===== src/rtl/uart_tx_arbiter.sv =====
// Round-robin arbiter that lets four byte streams share one UART transmitter.
// Each grant carries up to MAX_BURST bytes and is guarded by a per-byte watchdog.
module uart_tx_arbiter #(
  parameter int clk_freq  = 50_000_000,
  parameter int baud_rate = 9600,
  parameter int MAX_BURST = 16
) (
  input  logic        clk,
  input  logic        rst,
  input  logic [3:0]  req_valid,
  input  logic [31:0] req_data,
  input  logic [3:0]  req_last,
  output logic [3:0]  req_ready,
  output logic [7:0]  tx_data,
  output logic        tx_start,
  input  logic        tx_busy,
  input  logic        tx_done,
  output logic [3:0]  grant,
  output logic        err_timeout,
  output logic [1:0]  state_dbg
);

  localparam int TX_TIMEOUT = 12 * (clk_freq / baud_rate);
  localparam int WD_W       = $clog2(TX_TIMEOUT + 1);

  typedef enum logic [1:0] {
    IDLE  = 2'd0,
    GRANT = 2'd1,
    START = 2'd2,
    WAIT  = 2'd3
  } state_t;

  state_t          r_state;
  logic [1:0]      r_owner;
  logic [1:0]      r_last_owner;
  logic [3:0]      r_grant;
  logic [7:0]      r_tx_data;
  logic            r_tx_start;
  logic            r_err;
  logic            r_last;
  logic [7:0]      r_burst_cnt;
  logic [WD_W-1:0] r_watchdog;

  logic [1:0]      w_pick;
  logic            w_owner_valid;
  logic            w_accept;
  logic            w_wd_expire;
  logic            w_more;

  // Lowest k wins, so the search starts just after the previous owner and
  // the previous owner itself is considered last.
  always_comb begin
    w_pick = r_last_owner;
    for (int k = 4; k >= 1; k--) begin
      if (req_valid[r_last_owner + 2'(k)]) w_pick = r_last_owner + 2'(k);
    end
  end

  // Handshake: a byte moves when req_valid[i] and req_ready[i] are both high
  // at a rising edge; req_ready is only ever offered to the owner in GRANT
  // while the transmitter is not busy, and valid may not depend on ready.
  assign w_owner_valid = req_valid[r_owner];
  assign w_accept      = (r_state == GRANT) && w_owner_valid && !tx_busy;
  assign w_wd_expire   = (r_watchdog == WD_W'(TX_TIMEOUT - 1));
  assign w_more        = !r_last && (r_burst_cnt < 8'(MAX_BURST));

  always_ff @(posedge clk) begin
    if (rst) begin
      r_state      <= IDLE;
      r_owner      <= 2'd0;
      r_last_owner <= 2'd3;
      r_grant      <= 4'b0000;
      r_tx_data    <= 8'h00;
      r_tx_start   <= 1'b0;
      r_err        <= 1'b0;
      r_last       <= 1'b0;
      r_burst_cnt  <= 8'd0;
      r_watchdog   <= '0;
    end else begin
      r_tx_start <= 1'b0;
      r_err      <= 1'b0;
      case (r_state)
        IDLE: begin
          if (|req_valid) begin
            r_owner     <= w_pick;
            r_grant     <= 4'b0001 << w_pick;
            r_burst_cnt <= 8'd0;
            r_state     <= GRANT;
          end
        end
        GRANT: begin
          if (!w_owner_valid) begin
            r_grant      <= 4'b0000;
            r_last_owner <= r_owner;
            r_state      <= IDLE;
          end else if (!tx_busy) begin
            r_tx_data   <= req_data[{r_owner, 3'b000} +: 8];
            r_last      <= req_last[r_owner];
            r_burst_cnt <= r_burst_cnt + 8'd1;
            r_watchdog  <= '0;
            r_tx_start  <= 1'b1;
            r_state     <= START;
          end
        end
        START: begin
          r_watchdog <= r_watchdog + WD_W'(1);
          r_state    <= WAIT;
        end
        WAIT: begin
          // A frame completing on the expiry cycle still counts as delivered.
          if (tx_done) begin
            if (w_more) begin
              r_state <= GRANT;
            end else begin
              r_grant      <= 4'b0000;
              r_last_owner <= r_owner;
              r_state      <= IDLE;
            end
          end else if (w_wd_expire) begin
            r_err        <= 1'b1;
            r_grant      <= 4'b0000;
            r_last_owner <= r_owner;
            r_state      <= IDLE;
          end else begin
            r_watchdog <= r_watchdog + WD_W'(1);
          end
        end
        default: r_state <= IDLE;
      endcase
    end
  end

  assign req_ready   = w_accept ? r_grant : 4'b0000;
  assign tx_data     = r_tx_data;
  assign tx_start    = r_tx_start;
  assign grant       = r_grant;
  assign err_timeout = r_err;
  assign state_dbg   = r_state;

endmodule

===== config.mk =====
export PLATFORM = sky130hd
export DESIGN_NAME = uart_tx_arbiter
export DESIGN_NICKNAME = d
export VERILOG_FILES = /design/src/rtl/uart_tx_arbiter.sv
export SDC_FILE = /design/constraint.sdc
export NUM_CORES = 1
export LEC_CHECK = 0
export CORE_MARGIN = 4
export CORE_UTILIZATION = 43
export CTS_BUF_LIST = sky130_fd_sc_hd__clkbuf_16
export CTS_CLUSTER_SIZE = 10
export DETAILED_ROUTE_END_ITERATION = 10
export GPL_ROUTABILITY_DRIVEN = 0
export HOLD_SLACK_MARGIN = 0.03
export PLACE_DENSITY = 0.75
export SLEW_MARGIN = 25
export SYNTH_ARGS = -nofsm -noshare
export SYNTH_HDL_FRONTEND = slang
export SYNTH_SLANG_ARGS = --single-unit
export TNS_END_PERCENT = 100

===== constraint.sdc =====
create_clock -name clk -period 2.35 [get_ports clk]
set_clock_uncertainty 0.15 [all_clocks]
set_input_delay 0.47 -clock clk [delete_from_list [all_inputs] [get_ports clk]]
set_output_delay 0.47 -clock clk [all_outputs]
set_load 0.03 [all_outputs]

==> results of run 1 <==
## routing by layer
metal | vias to the layer above | GRT usage (%)
met5 | - | 0
met4 | 0 | 5.65
met3 | 10 | 4.50
met2 | 53 | 36.1
met1 | 1081 | 23.1
li1 | 1146 | -
## where the power goes
part           leakage [µW]  switching, µW  internal [µW]  total, µW
combinational      0.000824            277            312        589
clock             0.0000621            303            394        696
sequential         0.000366           35.5            805        840
## metrics by stage
stage | util [%] | power, µW | setup TNS, ps | instance area [µm²]
after global placement | 62.3 | 1410 | -11520 | 3240
after floorplan | - | 1170 | -8.58 | 2360
final | 66.9 | 2130 | -295 | 3480
after detailed placement | 62.3 | 1420 | -12670 | 3240
after global routing | 66.9 | 2230 | -521 | 3480
after CTS | 66.0 | 2130 | -478 | 3430
## state kept, by name, indices dropped and copies added (netlist names), 2 cells and up, named ones only
name and flops:
r_owner 2, r_last_owner 2, r_burst_cnt 8, r_watchdog 16, tx_data 8, grant 4
## final cells by class
type                    count  area, µm²  area share (%)
multi-input cells         202       1440            41.4
well taps                  70       87.6            2.52
clock buffers               5        125            3.59
repair buffers             95        875            25.1
clock inverters             3       22.5           0.647
flip-flops and latches     45        905            26.0
inverters                   7       26.3           0.755
## worst min-delay path by stage
stage,slack [ps],startpoint,to,cells past startpoint
after floorplan,290,r_last,r_last,2
after global placement,290,tx_data[4],tx_data[4],2
after detailed placement,300,tx_data[2],tx_data[2],2
after CTS,310,tx_data[2],tx_data[2],2
after global routing,330,tx_data[7],tx_data[7],2
final,300,tx_data[2],tx_data[2],2
## critical path: stages (launching register included)
cell and delay (ps):
dfxtp_2 320, or4b_4 540, buf_6 140, o22ai_4 210
and2_4 190, buf_6 120
## kinds of logic (layout without fill, tap and decap cells)
| group | Yosys count | count (layout) | synth area share, % |
|---|---|---|---|
| xor gates and xnor gates | 12 | 12 | 4.47 |
| adders and majority gates | 2 | 2 | 1.06 |
| and+or+nand+nor | 119 | 119 | 26.0 |
| muxes | 17 | 17 | 12.0 |
| DFF | 45 | 45 | 38.3 |
| buffers and inverters | 19 | 110 | 3.35 |
| AOI/OAI and AO/OA | 52 | 52 | 14.8 |
## synth_stat cells (2+ instances only)
library cell  instances
nand4_1               5
a211oi_1              4
xnor2_1               8
nor2b_1               2
nand3_1               5
o2bb2ai_1             2
dfxtp_1              45
and2_1               10
and3_1                2
a21o_1                2
clkbuf_1             11
a221oi_1              2
nor3_1                7
o21ai_0               6
nor2_1               30
mux4_2                9
a21oi_1              21
or3_1                 6
or4_1                 2
nand2_1              33
inv_1                 7
and4_1                3
nor4_1                5
ha_1                  2
xor2_1                4
o31ai_1               3
mux2i_1               8
o22ai_1               3
## what timing repair did
item / in CTS / in global routing
endpoints found under the hold margin: 0 / 0
setup endpoints to repair: 18 / 12
gates resized for setup: 16 / 11
pin swaps: 7 / 6
cloned: 0 / 0
setup buffers: 0 / 2
==> results.md, run 1 <==
- Ys flop type: dfxtp_1
- CP arrival: ~1800 ps
- P&R area growth vs syn: 48.2%
- Synth area leader: dfxtp_1
- Final ANT Viol Nets: 0
- R2R cell count: 5
- Syn Std Cell Area: between 0.002 and 0.0025 mm²
- Remaining global-route overflow: 0
- Reg2reg setup slack: ~30 ps
- Met2 Wirelength: 3340 µm
- Post-Place Cells: about 420
- Largest net degree at the start of global routing: 16
- Die Ht: about 82 µm
- Yosys top cell area share: 38.3%
- DP Worst Slack: -550 ps
- Endpoints failing hold: 0
- H-tree depth: 2
- Syn_area_per_cell: slightly below 9 µm²
- Iter 0 DRT Violations: approximately 70
- GRT Total Usage: between 10% and 20%
- EDFF count, synth: 0
- Status: complete, but fails checks
- Seq/Total Area, Yosys: a little under two fifths
- Pins Over Slew Limit: 0
- Clk buf depth: 2
- Fin crit share: 103%
- Antenna violations before repair: 0
- Synth warn: 0
- Critical path type: reg -> out
- Num rows: 26
- DPL Wire Length: 4810 µm
- Routed wl met3: between 200 and 300 µm
- Power per cell area: 610 mW/mm²
- Synthesized flop and latch total: 45
- Port-buffer cells: 63
- HP Class: reg -> reg
- Die ar.: approximately 0.0067 mm²
- Hold Slack: just over 300 ps
- CP max FO: 5
- Post-Route WL: between 6000 and 7000 µm
- # clock sinks: 45
- Leak: between 0.001 and 0.0015 µW
- Finished Layout Cells: 427
- Data required time of the worst path: 1730 ps
- Setup Viol. Count Final: 4
- Residual DRC: 0
- Yosys cell types: 47
- M1 WL: roughly 2700 µm
- CTS Root Buffer Type: clkbuf_16
- Vias in the first global route: approximately 2,300
- Post-synthesis cell count: between 200 and 300
- Max-Cap Viols: 0
- Vias: 2,290
- Die X-Extent: roughly 80 µm
- Filler cells: between 400 and 500
- Fin worst setup slack: -75.1 ps
- Cts hold-fix bufs: 0
- TritonCTS clock tree: built
- Clk Latency, worst-skew pair: 290 ps
- Initial Utilization: around 45%
- Least-Margin Pin Slew: around 470 ps
- Critical path endpoint category: output pin
- Max IR drop VDD: about 0.34 mV
- Startpoint Class: flip-flop
- CORE AREA: 0.00520 mm²
- Top cells by area, synth: dfxtp_1 38%, mux4_2 8.6%, nand2_1 5.3%, nor2_1 4.8%, a21oi_1 4.5%
- Num ports: 64
- DR vias/cell: around 5.4
- Most frequent cells in the layout: 58 x clkdlybuf4s50_1, 42 x dfxtp_1, 33 x nand2_1, 31 x buf_4, 30 x nor2_1
- RSZ-0062 raised after global routing: true
- FMAX: a little over 400 MHz
- Setup crit end: req_ready[2]
- CP startpoint: r_owner[0]
- Failing checks: negative setup slack
- Highest Signal Layer: met4
- First drt pass iteration count: 4
- CTS Buf Count: 5
- R2R Path Start: r_owner[0]
- # diodes: 0
- Fraction of layout cells with a size suffix above 1: between 20% and 30%
- Min cycle time layout: 2430 ps
- Ys async rst share: 0%
- Most common cell after layout, fill and taps aside: clkdlybuf4s50_1
- Post-Syn Nets: around 310
- Slew HR: between 60 and 70%
- First-pass GRT wire length: just over 10,000 µm
- Reg-to-Reg End: r_watchdog[15]
- Clk slew on worst S/H paths: roughly 60 ps
- Nets@finish: between 400 and 500
- Routed WL per cell: 14.9 µm
(Power assumes the default switching activity.)
==> run 2: changes to the inputs <==
CAP_MARGIN = 30   (was unset)
==> results of run 2 <==
The final DEF is identical to that of run 1; final timing and power are the same.
==> run 3: changes to the inputs <==
ABC_CLOCK_PERIOD_IN_PS = 2350   (was unset)
CTS_CLUSTER_DIAMETER = 100   (was unset)
==> results of run 3 <==
The final DEF is identical to that of run 1; final timing and power are the same.
